### src/rtl/fadd_arbiter.sv
// Two-port round-robin arbiter/sequencer sharing one combinational
// single-precision adder; operands registered, sum held until consumed.

module faddition (
    input  logic [31:0] a,
    input  logic [31:0] b,
    output logic [31:0] s
);
    logic [31:0] x, y;
    logic [7:0]  ediff;
    logic [26:0] mx, my, my_sh, norm;
    logic [27:0] sum;
    logic [9:0]  e_n;
    logic [4:0]  lz;
    logic [24:0] rnd;
    logic [22:0] man_o;
    logic        rup;

    always_comb begin
        // Larger magnitude goes to x so the mantissa subtraction never goes negative
        if (a[30:0] >= b[30:0]) begin
            x = a;
            y = b;
        end else begin
            x = b;
            y = a;
        end
        mx    = {|x[30:23], x[22:0], 3'b000};
        my    = {|y[30:23], y[22:0], 3'b000};
        ediff = x[30:23] - y[30:23];
        if (ediff > 8'd26) begin
            my_sh = {26'd0, |my};
        end else begin
            my_sh = (my >> ediff) | {26'd0, |(my & ~({27{1'b1}} << ediff))};
        end
        if (x[31] == y[31]) begin
            sum = {1'b0, mx} + {1'b0, my_sh};
        end else begin
            sum = {1'b0, mx} - {1'b0, my_sh};
        end
        lz = '0;
        for (int unsigned i = 0; i < 27; i++) begin
            if (sum[i]) lz = 5'(26 - i);
        end
        if (sum[27]) begin
            norm = sum[27:1] | {26'd0, sum[0]};
            e_n  = {2'b00, x[30:23]} + 10'd1;
        end else begin
            norm = sum[26:0] << lz;
            e_n  = {2'b00, x[30:23]} - {5'd0, lz};
        end
        // Round to nearest, ties to even; guard at bit 2, sticky below
        rup = norm[2] & (norm[3] | norm[1] | norm[0]);
        rnd = {1'b0, norm[26:3]} + {24'd0, rup};
        if (rnd[24]) begin
            e_n   = e_n + 10'd1;
            man_o = rnd[23:1];
        end else begin
            man_o = rnd[22:0];
        end
        if (sum == '0) begin
            s = '0;
        end else if (e_n[9] || e_n == 10'd0) begin
            s = {x[31], 31'd0};
        end else if (e_n >= 10'd255) begin
            s = {x[31], 8'hFF, 23'd0};
        end else begin
            s = {x[31], e_n[7:0], man_o};
        end
    end
endmodule

module fadd_arbiter #(
    parameter int CNTW = 16
) (
    input  logic            clk,
    input  logic            rst_n,
    input  logic            req0_valid,
    input  logic [31:0]     req0_a,
    input  logic [31:0]     req0_b,
    output logic            req0_ready,
    input  logic            req1_valid,
    input  logic [31:0]     req1_a,
    input  logic [31:0]     req1_b,
    output logic            req1_ready,
    output logic            rsp0_valid,
    output logic [31:0]     rsp0_s,
    input  logic            rsp0_ready,
    output logic            rsp1_valid,
    output logic [31:0]     rsp1_s,
    input  logic            rsp1_ready,
    output logic            busy,
    output logic [CNTW-1:0] op_count
);
    localparam logic [1:0] S_IDLE = 2'd0;
    localparam logic [1:0] S_CALC = 2'd1;
    localparam logic [1:0] S_RESP = 2'd2;

    logic [1:0]      state_q, state_d;
    logic            last_grant_q, last_grant_d;
    logic            owner_q, owner_d;
    logic [31:0]     opa_q, opa_d, opb_q, opb_d, res_q, res_d;
    logic [CNTW-1:0] op_count_q, op_count_d;
    logic [31:0]     sum_w;
    logic            grant0, grant1, rsp_hs;

    faddition u_fadd (.a(opa_q), .b(opb_q), .s(sum_w));

    assign grant0 = req0_valid & (~req1_valid | last_grant_q);
    assign grant1 = req1_valid & (~req0_valid | ~last_grant_q);
    assign rsp_hs = (state_q == S_RESP) & (owner_q ? rsp1_ready : rsp0_ready);

    always_comb begin
        state_d      = state_q;
        last_grant_d = last_grant_q;
        owner_d      = owner_q;
        opa_d        = opa_q;
        opb_d        = opb_q;
        res_d        = res_q;
        op_count_d   = op_count_q;
        case (state_q)
            S_IDLE: begin
                if (grant0 | grant1) begin
                    opa_d   = grant1 ? req1_a : req0_a;
                    opb_d   = grant1 ? req1_b : req0_b;
                    owner_d = grant1;
                    state_d = S_CALC;
                end
            end
            S_CALC: begin
                res_d   = sum_w;
                state_d = S_RESP;
            end
            S_RESP: begin
                if (rsp_hs) begin
                    last_grant_d = owner_q;
                    op_count_d   = op_count_q + CNTW'(1);
                    state_d      = S_IDLE;
                end
            end
            default: state_d = S_IDLE;
        endcase
    end

    always_ff @(posedge clk or negedge rst_n) begin
        if (!rst_n) begin
            state_q      <= S_IDLE;
            last_grant_q <= 1'b1;
            owner_q      <= 1'b0;
            opa_q        <= '0;
            opb_q        <= '0;
            res_q        <= '0;
            op_count_q   <= '0;
        end else begin
            state_q      <= state_d;
            last_grant_q <= last_grant_d;
            owner_q      <= owner_d;
            opa_q        <= opa_d;
            opb_q        <= opb_d;
            res_q        <= res_d;
            op_count_q   <= op_count_d;
        end
    end

    assign req0_ready = (state_q == S_IDLE) & grant0;
    assign req1_ready = (state_q == S_IDLE) & grant1;
    assign rsp0_valid = (state_q == S_RESP) & ~owner_q;
    assign rsp1_valid = (state_q == S_RESP) & owner_q;
    assign rsp0_s     = res_q;
    assign rsp1_s     = res_q;
    assign busy       = (state_q != S_IDLE);
    assign op_count   = op_count_q;
endmodule

### config.mk
export PLATFORM = sky130hd
export DESIGN_NAME = fadd_arbiter
export DESIGN_NICKNAME = d
export VERILOG_FILES = /design/src/rtl/fadd_arbiter.sv
export SDC_FILE = /design/constraint.sdc
export NUM_CORES = 1
export LEC_CHECK = 0
export BUFFER_PORTS_ARGS = -buffer_cell sky130_fd_sc_hd__buf_2
export CORE_MARGIN = 8
export CORE_UTILIZATION = 55
export CTS_CLUSTER_DIAMETER = 80
export DETAILED_ROUTE_END_ITERATION = 8
export GPL_TIMING_DRIVEN = 0
export PLACE_DENSITY = 0.79
export REMOVE_ABC_BUFFERS = 1
export SLEW_MARGIN = 15
export SYNTH_ARGS = -nofsm -noshare
export SYNTH_HDL_FRONTEND = slang
export SYNTH_HIERARCHICAL = 1
export SYNTH_SLANG_ARGS = --single-unit
### constraint.sdc
create_clock -name clk -period 13.5 [get_ports clk]
set_clock_uncertainty 0.2 [all_clocks]
set_input_delay 1.35 -clock clk [delete_from_list [all_inputs] [get_ports clk]]
set_output_delay 1.35 -clock clk [all_outputs]
set_load 0.03 [all_outputs]
# After elaboration in Yosys (flattened, before gate mapping)
# Cells that the tools add are included.
# W data, S select, Z words.
[word_totals]
reg_bits = 116
input_bits = 134
[classes]
eq_ne = 5
shift = 3
n_mux = 44
bitwise_logic = 21
n_reduce_logical = 12
n_lt_le_gt_ge = 3
n_addsub = 8
[op_table]
columns = ["operator", "n"]
rows = [
  ["$mux W32", 5],
  ["$mux W5", 27],
  ["$mux W31", 2],
  ["$mux W27", 2],
  ["$or A27 B1 Y27", 2],
  ["$ge A31 B31 Y1", 1],
  ["$reduce_or A31 Y1", 1],
  ["$add A27 B27 Y28", 1],
  ["$logic_not A28 Y1", 1],
  ["$mux W28", 1],
  ["$sub A27 B27 Y28", 1],
  ["$and A27 B27 Y27", 1],
  ["$not A27 Y27", 1],
  ["$reduce_or A27 Y1", 1],
  ["$shl A27 B5 Y27", 1],
  ["$shl A27 B8 Y27 const A", 1],
  ["$shr A27 B8 Y27", 1],
  ["$add A24 B1 Y25", 1],
  ["$mux W23", 1],
  ["$mux W10", 2],
  ["$add A16 B1 Y16 const B", 1],
  ["$reduce_or A8 Y1", 2],
  ["$add A10 B1 Y10 const B", 1],
  ["$ge A10 B8 Y1 const B", 1],
  ["19 further kinds", 37],
]

# Longest topological paths before layout
# Gate-level depths: netlist (run 1).
[depth]
depth_word = 49
ltp_mapped = 74
depth_no_buf = 59

# Modules after synthesis
# The synthesis (run 1) kept the hierarchy.
[modules_own_cells]
columns = ["mod", "area_per_inst_um2", "cells_each", "instances", "seq_area_each_um2"]
rows = [
  ["faddition", 13220.2, 2078, 1, 0.0],
  ["fadd_arbiter", 5340.1, 459, 1, 2904.0],
]

# Worst setup path before layout (run 1)
# No wires, ideal clock.
[synth_path]
path_kind = "register -> register"
startpoint = "register opa_q[29]"
endpoint = "register res_q[21] (netlist: rsp0_s[21])"
arrival_time_ns = 13.536
path_stages_with_launch = 66
period_less_slack_ns = 13.861
n_path_buf = 19
path_slack_ns = -0.361
path_cell_list = "dfrtp_1 ha_1 nand4_2 nor4_4 inv_2 a211o_1 buf_4 nand2_2 buf_4 buf_4 buf_2 buf_2 buf_1 clkbuf_1 clkbuf_1 a21oi_1 ha_1 clkbuf_1 [30 not listed] nor2_2 inv_1 ha_1 a21o_1 a21o_1 a21oi_1 o21ai_0 o21ai_0 xnor2_1 or3_1 nor2_1 nand2_1 nor4_1 xnor2_1 nor3_1 buf_2 nor4_1 mux2_2"
[synth_between]
elab_chain_len = 49
[synth_lines]
columns = ["element", "line_no", "source"]
rows = [
  ["start: declaration", "102", "logic [31:0] opa_q, opa_d, opb_q, opb_d, res_q, res_d;"],
  ["start signal: assignment", "158", "opa_q <= opa_d;"],
  ["$ge A31 B31 Y1", "21", "if (a[30:0] >= b[30:0]) begin"],
  ["$mux W32", "21", ""],
  ["$sub A8 B8 Y8", "30", "ediff = x[30:23] - y[30:23];"],
  ["$shl A27 B8 Y27", "34", "my_sh = (my >> ediff) | {26'd0, |(my & ~({27{1'b1}} << ediff))};"],
  ["$not A27 Y27", "34", ""],
  ["$and A27 B27 Y27", "34", ""],
  ["$reduce_or A27 Y1", "34", ""],
  ["$or A27 B1 Y27", "34", ""],
  ["[34 not listed]", "--", ""],
  ["$and A1 B1 Y1", "53", "rup = norm[2] & (norm[3] | norm[1] | norm[0]);"],
  ["$add A24 B1 Y25", "54", "rnd = {1'b0, norm[26:3]} + {24'd0, rup};"],
  ["$mux W10", "55", "if (rnd[24]) begin"],
  ["$ge A10 B8 Y1 / $logic_not A10 Y1 (equally long branches)", "65, 63", ""],
  ["$mux W31 / $logic_or A1 B1 Y1 (equally long branches)", "65, 63", ""],
  ["$mux W31", "63", "end else if (e_n[9] || e_n == 10'd0) begin"],
  ["$mux W32 (*)", "61", "if (sum == '0) begin"],
  ["named net sum_w[21]", "104", "logic [31:0] sum_w;"],
  ["end signal: assignment", "160", "res_q <= res_d;"],
  ["end: declaration", "102", ""],
]
# Mark *: on every way through the listed nets, which the timed path passes. The rest lies on a longest branch.
# A chain may end at the register's enable or synchronous reset.

# Final worst setup path (run 1)
[layout_path]
startpoint = "register opa_q[28]"
endpoint = "register res_q[19] (netlist: rsp0_s[19])"
# Same word-level chain as after synthesis.

==> out/results.ini, run 1 <==
[floorplan]
rows = 67
die_x_um = 200
initial_utilization_pct = 55.6
io_pins = 219
core_mm2 = 0.0334
dieHeight_um = 200
design.die.area_mm2 = 0.0399

[cells_and_area]
layout-drive-gt1-share_pct = 22.6
antenna_cells = 0
finalNetCount = 2900
area_delta_synth_final_pct = 16.3
fill_cells = 2929

[setup_path]
cp-start-kind = flop
crit_slowest_cell = a2111o_1
critical_path_arrival_ns = 13.58
end_kind = flop
critical-path-max-stage-delay_ns = 0.61
critical_path_class = flop to flop
critPathMaxFanout = 27
crit_required_ns = 13.70

[logic_synthesis]
postSynth.asyncResetShare_pct = 100
ys.flop_type = dfrtp_1
avgSynthCellArea_um2 = 7.32
synth_most_common_cell = a21oi_1
ys_ff_latch = 116
yosys_warnings = 6
synth_area_leader_cell = dfrtp_1
synth_cell_types = 118
synthTopCellsByCount = a21oi_1 (267), nor2_1 (259), nand2_1 (232)
synth_area_mm2 = 0.0186
synth.area.top_cells = dfrtp_1 (16%), a21oi_1 (7.2%), mux2i_1 (6.4%)
yosys.area.top_type_share_pct = 15.5
ys_seq_area_share_pct = 15.6
synth_edf_count = 0
syn_inst = 2537

[sta]
maxSlewViolCount = 0
min_period_over_period_pct = 99.1
fmaxAchievable_mhz = 74.7
worst_pin_slew_ns = 1.22
slew-limit-headroom_pct = 17.9
setup_violations = 0
hold_viol = 0
fin_setup_tns_ns = 0
fin_crit_ns = 13.38

[clock_network]
cts_hold_buf = 0
cts_root_buf = clkbuf_16
clockBufferDepth = 2
path_clk_slew_ns = 0.06
clk_latency_ns = 0.45
cts_htree_levels = 4
cts_buffers = 17
cts_tree = yes
cts_sinks = 116

[drt]
first_iter_violations = 3093
vias = 21896
drc_errors = 0
routed_wl_um = 73100
wl_per_cell_um = 23.3
postRouteAntennaNets = 0
drt_pre_antenna_iters = 7
viasPerCell = 6.99

[global_routing]
antenna_found_initial = 0
overflow = 0
grt_first_pass_wirelength_um = 110000
grt_max_degree = 88
grt_usage_pct = 34.2
grt_pass1_vias = 20260

[run_status]
run_status = completed

[worst_hold_path]
hp-class = flop to flop

[place]
port_buffers = 218
dp_hpwl_um = 52000
gp_congestion = 1.05

[run]
cap_violations = 0

cell type report:
cell class,instances,area [um^2],share of cell area (%)
well taps,448,561,2.60
flip-flops and latches,116,2910,13.5
inverters,112,435,2.02
clock inverters,13,126,0.586
clock buffers,19,453,2.10
multi-input cells,2129,15100,70.2
repair buffers,297,1950,9.03
cells by family after synthesis:
kind of cell	Yosys count	share of synthesized area, %
xor+xnor	73	3.49
flops	116	15.6
mux	184	11.0
fa+ha+maj	93	6.35
buf+inv	304	8.14
simple gates	938	24.9
compound gates	829	30.4
flip-flops by register name, summed over array words and instances (netlist names):
register / flops
owner_q: 1
state_q: 2
last_grant_q: 1
opa_q: 32
rsp0_s: 32
op_count: 16
opb_q: 32
per-stage QoR:
| stage | setup slack [ns] | cells | utilization (%) | instance area (um^2) | hold WS [ns] |
|---|---|---|---|---|---|
| 5_1_grt | -0.277 | 3134 | 64.7 | 21600 | 0.313 |
| 4_1_cts | 0.0103 | 3081 | 62.1 | 20700 | 0.280 |
| 6_report | 0.120 | 3134 | 64.7 | 21600 | 0.283 |
| 2_1_floorplan | -2.62 | 2345 | - | 17500 | 0.267 |
| 3_3_place_gp | -7.86 | 3011 | 57.3 | 19100 | 0.273 |
| 3_5_place_dp | -3.01 | 3030 | 58.7 | 19600 | 0.271 |
worst max-delay path: cells and delay by family (launching register included):
kind | cells | cell delay, ns
AO/OA/AOI/OAI | 21 | 6.02
AND/OR/NAND/NOR | 16 | 3.79
buffers and inverters | 6 | 1.22
adder cells (fa/ha/maj) | 3 | 0.97
flip-flops | 1 | 0.53
XOR/XNOR | 2 | 0.33
multiplexers | 1 | 0.22
placed cells by master (no fill, tap or decap), drive strengths merged, types with 11 or more instances in the layout:
master	synthesis	routed
buf	122	295
a21oi	272	273
nor2	262	262
nand2	235	237
o21ai	155	155
mux2i	119	119
dfrtp	115	115
inv	108	109
ha	91	91
nor3	87	87
nand3	65	65
mux2	55	55
xnor2	47	47
nor4	47	47
o211ai	43	43
a211oi	42	42
nand4	41	41
and3	31	31
and2	27	28
xor2	26	27
a21o	26	26
nand2b	26	26
nor2b	25	25
a31oi	24	24
or3	23	23
clkbuf	70	21
o21a	20	21
or2	20	20
o31ai	20	20
a2111oi	20	20
a211o	16	17
o21bai	15	15
o221ai	13	13
o211a	11	12
a221oi	12	12
and4	11	11
or4	11	11
final timing paths:
| path | startpoint | endpoint | slack (ns) | depth (start not counted) |
|---|---|---|---|---|
| setup / recovery | opa_q[28]$_DFFE_PN0P_ | rsp0_s[19]$_DFFE_PN0N_ | 0.12 | 49 |
| hold / removal | op_count[15]$_DFFE_PN0P_ | op_count[15]$_DFFE_PN0P_ | 0.28 | 1 |
| setup reg to reg | opa_q[28]$_DFFE_PN0P_ | rsp0_s[19]$_DFFE_PN0N_ | 0.12 | 49 |
| hold reg to reg | op_count[15]$_DFFE_PN0P_ | op_count[15]$_DFFE_PN0P_ | 0.28 | 1 |
| max in group asynchronous | rst_n | opb_q[28]$_DFFE_PN0P_ | 11.74 | 2 |
| min in group asynchronous | rst_n | rsp0_s[5]$_DFFE_PN0N_ | 0.63 | 1 |
layer usage:
layer / part of all wire, % / routed length [um] / GRT usage, % / vias up
met1: 38 / 27600 / 42.8 / 10182
met2: 45 / 33000 / 55.1 / 1593
li1: - / - / - / 9759
met4: 6.4 / 4710 / 19.0 / 0
met5: 0 / 0 / 0 / -
met3: 11 / 7730 / 6.28 / 362
repair_timing:
| item | CTS | global route |
|---|---|---|
| gates resized for setup | 79 | 82 |
| pin swaps | 12 | 22 |
| buffers inserted | 16 | 43 |
| cloned | 3 | 10 |
| endpoints found under the setup margin | 31 | 31 |
Power of run 1 is not shown: default switching activity piles up to over one toggle a cycle in this logic, so the estimate is an artifact.
==> inputs of run 2 (changes only) <==
--- a/config.mk
+++ b/config.mk
@@ -5,14 +5,14 @@
 export SDC_FILE = /design/constraint.sdc
 export NUM_CORES = 1
 export LEC_CHECK = 0
+export ABC_AREA = 1
 export BUFFER_PORTS_ARGS = -buffer_cell sky130_fd_sc_hd__buf_2
 export CORE_MARGIN = 8
 export CORE_UTILIZATION = 55
 export CTS_CLUSTER_DIAMETER = 80
 export DETAILED_ROUTE_END_ITERATION = 8
 export GPL_TIMING_DRIVEN = 0
-export PLACE_DENSITY = 0.79
-export REMOVE_ABC_BUFFERS = 1
+export PLACE_DENSITY = 0.8
 export SLEW_MARGIN = 15
 export SYNTH_ARGS = -nofsm -noshare
 export SYNTH_HDL_FRONTEND = slang
==> run 2 against run 1 <==
  * Register-to-register slack gained 1.1 ns
  * Count of clock-buffer cells in the layout is 2 lower
  * Non-clock buffer count increased by 85
  * Critical path depth up 18
  * Core utilization decreased by 2.1 points
  * Sequential share of layout area rose by 1.8 points
  * Die area down 9.2%
  * Cell area fell by 12%
  * Global-route usage decreased by 1.8 points
==> out/results.ini, run 2 <==
[run_status]
run_status = completed

[setup_path]
end_kind = flop
critical-path-max-stage-delay_ns = 0.45
cp-start-kind = flop
crit_required_ns = 13.60
critical_path_arrival_ns = 12.38
critPathMaxFanout = 10
critical_path_class = flop to flop
cpMostUsedCell = nand2_1
crit_slowest_cell = ha_1

[logic_synthesis]
syn_inst = 2845
synthTopCellsByCount = nand2_1 (995), nand3_1 (385), inv_1 (266)
synth_most_common_cell = nand2_1
ys_seq_area_share_pct = 17.4
syn_nets = 3072
yosys.area.top_type_share_pct = 22.4
synth_area_mm2 = 0.0167
avgSynthCellArea_um2 = 5.87
ys.flop_type = dfrtp_1
synth_area_leader_cell = nand2_1
synth_cell_types = 65
postSynth.asyncResetShare_pct = 100
synth.area.top_cells = nand2_1 (22%), dfrtp_1 (17%), nand3_1 (12%)
synth_edf_count = 0
ys_ff_latch = 116
yosys_warnings = 6

[sta]
setup_ws_ns = 1.21
hold_viol = 0
fmaxAchievable_mhz = 81.4
fin_crit_ns = 12.29
maxSlewViolCount = 0
min_period_over_period_pct = 91.0
rsz0062_at_grt = no
setup_violations = 0
slew-limit-headroom_pct = 16.5
fin_setup_tns_ns = 0
worst_pin_slew_ns = 1.24

[drt]
drc_errors = 0
routed_wl_um = 59900
wl_per_cell_um = 17.1
postRouteAntennaNets = 0
first_iter_violations = 1756
viasPerCell = 5.66
vias = 19780
drt_pre_antenna_iters = 8

[clock_network]
cts_tree = yes
cts_sinks = 116
cts_buffers = 17
postCtsSetupBuffers = 0
clk_latency_ns = 0.42
path_clk_slew_ns = 0.06
cts_resized = 0
cts_hold_buf = 0
clockBufferDepth = 2
cts_htree_levels = 4
cts_root_buf = clkbuf_16

[global_routing]
grt_usage_pct = 32.4
grt_pass1_vias = 19064
grt_max_degree = 90
antenna_found_initial = 0
grt_first_pass_wirelength_um = 95900
overflow = 0

[floorplan]
initial_utilization_pct = 55.2
core_mm2 = 0.0303
design.die.area_mm2 = 0.0362
io_pins = 219
die_x_um = 190
rows = 64
dieHeight_um = 190

[cells_and_area]
finalNetCount = 3310
fin_util_pct = 62.6
ff_latch_area_mm2 = 0.00290
layout_common_cells = nand2_1 (995), nand3_1 (385), buf_2 (271)
fill_cells = 2934
area_delta_synth_final_pct = 13.4
stdcell_area_mm2 = 0.0189
multiInputGateArea_mm2 = 0.0117
final_common_cell = nand2_1
layout-drive-gt1-share_pct = 17.2
antenna_cells = 0

[worst_hold_path]
hp-class = flop to flop

[place]
gp_congestion = 1.05
port_buffers = 218
postPlaceCellArea_mm2 = 0.0183
pre_cts_slack_ns = 1.53
dp_hpwl_um = 49200

[run]
cap_violations = 0

==> run 2: cells by family (layout without fill, tap and decap cells) <==
kind of cell    count (synthesis)  after routing  share of synthesized area [%]
simple gates                 1793           1793                           47.1
xor+xnor                       63             63                           3.30
buf+inv                       454            705                           12.7
mux                            33             33                           2.22
flops                         116            116                           17.4
compound gates                293            293                           10.2
fa+ha+maj                      93             93                           7.06
==> run 2: area by class of cell <==
type	count	share of cell area, %
clock inverter	15	1.03
timing repair buffer	219	5.94
inverter	291	5.77
tap	396	2.62
multi-input combinational	2275	61.7
sequential	116	15.3
buffer	163	5.40
clock buffer	17	2.25
==> run 2: stage by stage <==
step           cells  hold WS, ns
2_1_floorplan   2845        0.249
3_3_place_gp    3459        0.265
3_5_place_dp    3460        0.275
4_1_cts         3492        0.291
5_1_grt         3492        0.309
6_report        3492        0.289
==> run 2: final timing paths <==
check,startpoint,endpoint,slack (ns),cells past startpoint
worst max-delay path,opb_q[28]$_DFFE_PN0P_,rsp0_s[19]$_DFFE_PN0N_,1.21,67
worst min-delay path,op_count[15]$_DFFE_PN0P_,op_count[15]$_DFFE_PN0P_,0.29,2
worst max register to register,opb_q[28]$_DFFE_PN0P_,rsp0_s[19]$_DFFE_PN0N_,1.21,67
worst min register to register,op_count[15]$_DFFE_PN0P_,op_count[15]$_DFFE_PN0P_,0.29,2
max in group asynchronous,rst_n,opb_q[0]$_DFFE_PN0P_,11.78,2
min in group asynchronous,rst_n,rsp0_s[5]$_DFFE_PN0N_,0.59,1
==> run 2: worst max-delay path, delay by kind of cell (launching register included) <==
| kind | cells | cell delay (ns) |
|---|---|---|
| AND/OR/NAND/NOR | 33 | 4.27 |
| multiplexers | 1 | 0.27 |
| XOR/XNOR | 3 | 0.65 |
| AO/OA/AOI/OAI | 13 | 2.76 |
| buffers and inverters | 12 | 2.11 |
| adder cells (fa/ha/maj) | 5 | 1.43 |
| flip-flops | 1 | 0.39 |
==> run 2: metal layers <==
metal,up-vias,track usage [%],wire length (um)
li1,9658,-,-
met1,9125,42.4,25900
met2,877,54.1,27800
met3,120,3.99,4270
met4,0,12.0,1880
met5,-,0,0
Power of run 2 is left out for the same reason.
